[src/rtl/alu_shift_datapath_pkg.sv]
// alu_shift_datapath_pkg: ALU/shift encodings and FSM state type shared by the datapath
package alu_shift_datapath_pkg;
  localparam logic [2:0] OP_ADD   = 3'b000;
  localparam logic [2:0] OP_SUB   = 3'b001;
  localparam logic [2:0] OP_AND   = 3'b010;
  localparam logic [2:0] OP_OR    = 3'b011;
  localparam logic [2:0] OP_XOR   = 3'b100;
  localparam logic [2:0] OP_NOT   = 3'b101;
  localparam logic [2:0] OP_PASSM = 3'b110;
  localparam logic [2:0] OP_PASSA = 3'b111;
  localparam logic [1:0] SH_NONE  = 2'b00;
  localparam logic [1:0] SH_SLL   = 2'b01;
  localparam logic [1:0] SH_SRL   = 2'b10;
  localparam logic [1:0] SH_SRA   = 2'b11;
  typedef enum logic [1:0] {IDLE, ALU, SHIFT, WRITE} state_t;
endpackage

[src/rtl/alu_shift_datapath_alu_unit.sv]
// alu_unit: combinational ALU; carry is carry-out for add, borrow for subtract, else 0
module alu_unit
  import alu_shift_datapath_pkg::*;
#(
  parameter int WIDTH = 8
) (
  input  logic [WIDTH-1:0] a,
  input  logic [WIDTH-1:0] m,
  input  logic [2:0]       alu_op,
  output logic [WIDTH-1:0] x,
  output logic             carry
);
  logic [WIDTH:0] w_sum, w_dif;
  assign w_sum = {1'b0, a} + {1'b0, m};
  assign w_dif = {1'b0, a} - {1'b0, m};
  always_comb begin
    x = a;
    carry = 1'b0;
    case (alu_op)
      OP_ADD:   {carry, x} = w_sum;
      OP_SUB:   {carry, x} = w_dif;
      OP_AND:   x = a & m;
      OP_OR:    x = a | m;
      OP_XOR:   x = a ^ m;
      OP_NOT:   x = ~a;
      OP_PASSM: x = m;
      default:  x = a;
    endcase
  end
endmodule

[src/rtl/alu_shift_datapath.sv]
// alu_shift_datapath: multi-cycle ALU -> serial shifter -> Q/R write, one command at a time
module alu_shift_datapath
  import alu_shift_datapath_pkg::*;
#(
  parameter int WIDTH = 8,
  parameter int SHW   = $clog2(WIDTH)
) (
  input  logic             clk,
  input  logic             rst_n,
  input  logic             cmd_valid,
  output logic             cmd_ready,
  input  logic [WIDTH-1:0] A,
  input  logic [WIDTH-1:0] B,
  input  logic [2:0]       alu_op,
  input  logic             mux_sel,
  input  logic [1:0]       shift_op,
  input  logic [SHW-1:0]   shift_amt,
  input  logic             q_en,
  input  logic             r_en,
  output logic [WIDTH-1:0] Q,
  output logic             carry,
  output logic             done
);
  state_t           r_state, w_next;
  logic [WIDTH-1:0] r_a, r_b, r_x, r_r, r_q, w_m, w_x, w_sh;
  logic [2:0]       r_op;
  logic [1:0]       r_sop;
  logic [SHW-1:0]   r_amt, r_cnt;
  logic             r_sel, r_qen, r_ren, r_c, r_carry, r_done, w_c, w_acc;
  assign cmd_ready = r_state == IDLE;
  assign w_acc     = cmd_valid && cmd_ready;
  assign w_m       = r_sel ? r_r : r_b;
  assign Q         = r_q;
  assign carry     = r_carry;
  assign done      = r_done;
  alu_unit #(.WIDTH(WIDTH)) u_alu (.a(r_a), .m(w_m), .alu_op(r_op), .x(w_x), .carry(w_c));
  assign w_sh = r_sop == SH_SLL ? {r_x[WIDTH-2:0], 1'b0}
              : r_sop == SH_SRL ? {1'b0, r_x[WIDTH-1:1]}
              : {r_x[WIDTH-1], r_x[WIDTH-1:1]};
  always_ff @(posedge clk or negedge rst_n)
    if (!rst_n) r_state <= IDLE;
    else r_state <= w_next;
  always_comb begin
    w_next = IDLE;
    case (r_state)
      IDLE:    w_next = w_acc ? ALU : IDLE;
      ALU:     w_next = (r_sop != SH_NONE && r_amt != '0) ? SHIFT : WRITE;
      SHIFT:   w_next = r_cnt > SHW'(1) ? SHIFT : WRITE;
      default: w_next = IDLE;
    endcase
  end
  // R written by a command is visible to the next one since its ALU cycle follows the WRITE edge
  always_ff @(posedge clk or negedge rst_n)
    if (!rst_n) begin
      r_a     <= '0;
      r_b     <= '0;
      r_op    <= '0;
      r_sel   <= 1'b0;
      r_sop   <= '0;
      r_amt   <= '0;
      r_qen   <= 1'b0;
      r_ren   <= 1'b0;
      r_x     <= '0;
      r_c     <= 1'b0;
      r_cnt   <= '0;
      r_q     <= '0;
      r_r     <= '0;
      r_carry <= 1'b0;
      r_done  <= 1'b0;
    end else begin
      if (w_acc) begin
        r_a   <= A;
        r_b   <= B;
        r_op  <= alu_op;
        r_sel <= mux_sel;
        r_sop <= shift_op;
        r_amt <= shift_amt;
        r_qen <= q_en;
        r_ren <= r_en;
      end
      if (r_state == ALU) begin
        r_x   <= w_x;
        r_c   <= w_c;
        r_cnt <= r_amt;
      end
      if (r_state == SHIFT) begin
        r_x   <= w_sh;
        r_cnt <= r_cnt - SHW'(1);
      end
      if (r_state == WRITE) begin
        if (r_qen) r_q <= r_x;
        if (r_ren) r_r <= r_x;
        r_carry <= r_c;
      end
      r_done <= r_state == WRITE;
    end
endmodule

[config.mk]
export PLATFORM = sky130hd
export DESIGN_NAME = alu_shift_datapath
export DESIGN_NICKNAME = d
export VERILOG_FILES = /design/src/rtl/alu_shift_datapath_pkg.sv /design/src/rtl/alu_shift_datapath_alu_unit.sv /design/src/rtl/alu_shift_datapath.sv
export SDC_FILE = /design/constraint.sdc
export NUM_CORES = 1
export LEC_CHECK = 0
export CORE_MARGIN = 2
export CORE_UTILIZATION = 40
export DETAILED_ROUTE_END_ITERATION = 10
export PLACE_DENSITY = 0.65
export SLEW_MARGIN = 20
export SYNTH_ARGS = -nofsm -noshare
export SYNTH_HDL_FRONTEND = slang
export SYNTH_SLANG_ARGS = --single-unit
export TNS_END_PERCENT = 30
[constraint.sdc]
create_clock -name clk -period 5.6 [get_ports clk]
set_input_delay 1.12 -clock clk [delete_from_list [all_inputs] [get_ports clk]]
set_output_delay 1.12 -clock clk [all_outputs]
set_load 0.02 [all_outputs]
* Word level (Yosys, flattened, before mapping)
Cells that the tools add are included.
** Cells by class
- $add $sub $neg :: 3
- $lt $le $gt $ge :: 1
- Equal/unequal tests :: 12
- Multiplexer cells :: 13
- Bitwise gates (word level) :: 4
- Reductions and logical operators :: 10
** Operators with widths (count)
- case mux 8 bit (7 select lines) :: 1
- 2-to-1 mux 8 bit :: 5
- adder 8 x 8 -> 9 bit :: 1
- == test 3 bit (second input constant) :: 3
- subtractor 8 x 8 -> 9 bit :: 1
- AND 8 bit :: 1
- NOT 8 bit :: 1
- bitwise OR 8 bit :: 1
- bitwise XOR 8 bit :: 1
- == test 2 bit (second input constant) :: 3
- == test 3 x 2 -> 1 bit (second input constant) :: 2
- 2-to-1 mux 3 bit :: 2
- case mux 2 bit (3 select lines) :: 1
- AND reduction 2 bit :: 3
- == test 2 x 1 -> 1 bit (second input constant) :: 2
- nonzero test 2 bit :: 2
- == test 3 x 1 -> 1 bit (second input constant) :: 1
- > comparator 3 x 1 -> 1 bit (second input constant) :: 1
- zero test 3 bit :: 1
- 2-to-1 mux 1 bit :: 3
- != test 3 bit (second input constant) :: 1
- nonzero test 3 bit :: 1
- subtractor 3 x 1 -> 3 bit (second input constant) :: 1
- logical AND 1 bit :: 2
- other kinds (2) :: 2
** Word-level totals
- Register bits after elaboration :: 59
- Bits of input ports :: 30
- Output and inout port bits :: 11
- Word-level logic and storage cells :: 60

* Depth between registers and ports, before layout
- Word-level depth :: 5
- Mapped depth :: 11
- Gate-level depth less buffers :: 10

* Hierarchy
A second synthesis with hierarchy kept.
** Unflattened totals
- Cells, all modules :: 384
- Area total of the unflattened synthesis :: 3933.8 um^2
** Modules (own cells, without submodules)
- alu_shift_datapath :: instances 1, cells an instance 187, area each 2597.5 um^2, sequential area each 1476.4 um^2
- alu_unit :: instances 1, cells an instance 197, area each 1336.3 um^2, sequential area each 0.0 um^2

* Least setup slack after synthesis
OpenSTA, ideal clock, no wires.
- Kind :: register to register
- Start point :: register r_sel
- End point :: register r_x[7]
- Setup time :: 0.128 ns
- Arrival time :: 2.337 ns
- Data required time :: 5.472 ns
- Slack :: 3.136 ns
- Cell stages (with the launch flop) :: 11
- Buffers on the path :: 1
- Period minus slack after synthesis :: 2.464 ns
- Cells stage by stage :: dfrtp_1 -> buf_4 -> mux2_2 -> inv_1 -> ha_1 -> a21o_1 -> a211o_1 -> a31o_1 -> xor2_1 -> a211oi_1 -> a31oi_1
** Between the ends
- Word-level cells in the longest chain between the ends :: 5
- Elaborated cells on any way between the ends :: 9
- Classes of those cells :: add/sub (2); mux (4); bitwise (3)
** RTL lines
- start: declaration :: line alu_shift_datapath.sv:29 : logic r_sel, r_qen, r_ren, r_c, r_carry, r_done, w_c, w_acc;
- start signal: assignment :: line alu_shift_datapath.sv:75 : r_sel <= mux_sel;
- 2-to-1 mux 8 bit * :: line alu_shift_datapath.sv:32 : assign w_m = r_sel ? r_r : r_b;
- subtractor 8 x 8 -> 9 bit (tied with other cells) :: line alu_shift_datapath_alu_unit.sv:15 : assign w_dif = {1'b0, a} - {1'b0, m};
- case mux 8 bit (7 select lines) * :: line alu_shift_datapath_alu_unit.sv:19 : case (alu_op)
- 2-to-1 mux 8 bit * :: line alu_shift_datapath.sv:81 : if (r_state == ALU) begin
- 2-to-1 mux 8 bit * :: line alu_shift_datapath.sv:86 : if (r_state == SHIFT) begin
- end signal: assignment :: line alu_shift_datapath.sv:82 : r_x <= w_x;
- end signal: assignment :: line alu_shift_datapath.sv:87 : r_x <= w_sh;
- end: declaration :: line alu_shift_datapath.sv:25 : logic [WIDTH-1:0] r_a, r_b, r_x, r_r, r_q, w_m, w_x, w_sh;
Mark *: on every way between the ends. The rest lies on a longest branch, timed or not. The select of a mux whose other input is x is not followed.
A chain may end at the register's enable or synchronous reset.

* Worst setup path after layout
Ends and elaborated chain as after synthesis.

==> results.md <==
- Aggregate global-route resource usage: 0.186
- Detail Placement HPWL: 6.72 mm
- H-tree levels: 3
- Worst rel slew slack: 0.398
- Antenna diodes: 0
- Multi-input logic area: 0.00213 mm^2
- Main synth FF type: dfrtp_1
- Area growth syn-to-layout: 18.5%
- Setup Fix Bufs, Post-CTS: 0
- Pre-CTS WS: 2.71 ns
- Minimum clock period: 2.93 ns
- Chip Width: 102 um
- Die Y: 102 um
- CP Cell Sequence: mux2_2, inv_1, ha_1, a21o_1, a211o_1, a31o_1, xor2_1, a211oi_1, a31oi_1
- Die ar.: 0.0104 mm^2
- Clk_skew: 0.00755 ns
- Via count: 3033
- Mapped cell area: 0.00385 mm^2
- Worst EP arrival: 3.15 ns
- Critical path class: reg2reg
- Num CTS Buffers: 9
- Worst-margin pin slew: 0.904 ns
- Fillers: 889
- Compound-Gate Fraction of Synth Area: 0.167
- Cell variety after synth: 50
- Critical path's largest stage delay: 0.68 ns
- Mapped Cells: 393
- Via density: 5.40
- CTS Buffer Depth: 2
- Clock Sinks: 59
- Layout cells sized above 1: 0.143
- Slowest CP cell: dfrtp_1
- Post-detailed-routing wire length: 9.27 mm
- XOR/XNOR share of the synthesized area: 0.0205
- Hold violation count in the final report: 0
- I/O Buffers: 40
- Fmax: 341 MHz
- Post-synthesis net count: 458
- Yosys warnings: 0
- First-pass GRT wire length: 14.9 mm
- Starting DRT DRC Count: 149
- Seq. cell area: 0.00148 mm^2
- Mux cell area share after synthesis: 0.145
- DRT antenna net count: 0
- Highest net fanout along the worst path: 9
- Post-Synth Simple-Gate Area: 0.103
- WP data required: 5.82 ns
- Largest delay share family, worst path: compound AO/OA/AOI/OAI gates
- #FFs+latches synth: 59
- Status: finished clean
- Initial core utilization: 0.415
- Clk_lat worst skew: 0.34 ns
- Setup ws final: 2.67 ns
- Largest net degree at the start of global routing: 60
- RSZ-0062 raised after global routing: no
- First-pass iteration count of the detailed router: 4
- Crit end category: flip-flop
- EDFF count, synth: 0
- Post-CTS sizing: 0
- CP Launch Type: flip-flop
- Clock slew at reported path FFs: 0.08 ns
- Max-cap viol count: 0
- Final slew viol count: 0
- Largest family of logic cells by synthesized area: compound AO/OA/AOI/OAI gates
- Number of buffers and inverters on the critical path: 1
- Residual DRC: 0
- Post-synthesis adder-cell area fraction: 0.118
- Row cnt: 35
- Final #Nets: 493
- Post-synthesis sequential area ratio: 0.384
- Setup TNS Final: 0 ns
- GR Overflow Total: 0
- Hold buffer count at CTS: 0
- IO Count: 41
- CTS tree: yes
- Antenna violations before repair: 0
- Final setup viols: 0
- Core ar.: 0.00928 mm^2
- Mean Syn Cell Area: 9.79 um^2
- Final Cycle Share: 0.524
- DR WL/cell: 16.5 um
- Placer Congestion: 0.873
- Vias in the first global route: 2923
- CTS root buf: clkbuf_8
- Min-delay worst type: reg2reg
- Async SR Flop Fraction: 1.00
metrics by stage:
step                      cell area (um^2)  utilization  cells  hold slack, ns
final                                 4560        0.491    562           0.480
after global routing                  4560        0.491    562           0.510
after CTS                             4560        0.491    562           0.485
after detailed placement              4340        0.467    546           0.469
after global placement                4340        0.467    546           0.465
after floorplan                       3850            -    393           0.444
routing by layer:
layer,track usage,share of wire,wire (um),vias to the layer above
met4,0.0533,0.016,144,0
met1,0.256,0.48,4420,1470
li1,-,-,-,1462
met3,0.0376,0.044,409,14
met5,0,0,0,-
met2,0.300,0.46,4300,87
kinds of logic after synthesis:
group           count (synthesis)
buf+inv                        60
simple gates                   81
xor+xnor                        9
fa+ha+maj                      35
mux                            50
flops                          59
compound gates                 99
final cells by class:
class | instances | area share
flip-flops and latches | 59 | 0.324
inverters | 41 | 0.0337
clock inverters | 7 | 0.0219
well taps | 129 | 0.0354
clock buffers | 9 | 0.0272
repair buffers | 43 | 0.0916
multi-input cells | 274 | 0.466
synthesized netlist by cell type (8+ instances only):
library cell / count / area [um^2]
dfrtp_1: 59 / 1480
inv_1: 40 / 150
mux2_2: 36 / 405
ha_1: 33 / 413
nand2_1: 27 / 101
o21ai_0: 26 / 130
a21oi_1: 18 / 90.1
nor2_1: 18 / 67.6
mux2i_1: 13 / 130
clkbuf_1: 11 / 41.3
o221ai_1: 9 / 78.8
a31oi_1: 8 / 50.1
o22ai_1: 8 / 50.1
registers in the layout, summed over array words and instances (netlist names):
signal   count
r_a          8
r_sop        2
r_sel        1
r_x          8
r_state      2
r_op         3
r_amt        3
r_cnt        3
r_c          1
r_b          8
r_ren        1
Q            8
r_qen        1
done         1
carry        1
r_r          8
layout by cell type, fill, tap and decap left out, types with 3 or more instances in the layout:
cell type         n
dfrtp_1          59
ha_1             33
mux2_2           36
o22ai_1           8
nor2b_1           6
nand2_1          27
nor2_1           18
a21oi_1          18
a211oi_1          5
mux2i_1          13
inv_1            40
nand2b_1          7
xor2_1            4
a31oi_1           8
nor3_1            3
clkinv_4          3
o21ai_0          26
o221ai_1          9
o2111ai_1         4
xnor2_1           5
buf_4             3
nand3_1           6
clkdlybuf4s50_1  39
clkbuf_8          9
a21o_1            5
final timing paths:
| check | depth (start not counted) | start | slack [ns] | to |
|---|---|---|---|---|
| setup / recovery | 9 | r_sel$_DFFE_PN0P_ | 2.67 | r_x[7]$_DFFE_PN0P_ |
| hold / removal | 2 | Q[3]$_DFFE_PN0P_ | 0.48 | Q[3]$_DFFE_PN0P_ |
| setup reg to reg | 9 | r_sel$_DFFE_PN0P_ | 2.67 | r_x[7]$_DFFE_PN0P_ |
| hold reg to reg | 2 | Q[3]$_DFFE_PN0P_ | 0.48 | Q[3]$_DFFE_PN0P_ |
| max in group asynchronous | 2 | rst_n | 4.17 | r_a[7]$_DFFE_PN0P_ |
| min in group asynchronous | 2 | rst_n | 0.92 | Q[0]$_DFFE_PN0P_ |
worst register-to-register path: stages, from the launching register on:
cell and delay (ns):
dfrtp_1 0.68, mux2_2 0.43, inv_1 0.17, ha_1 0.31
a21o_1 0.24, a211o_1 0.30, a31o_1 0.24, xor2_1 0.13
a211oi_1 0.24, a31oi_1 0.07
Power is not shown: default switching activity piles up to over one toggle a cycle in this logic, so the estimate is an artifact.
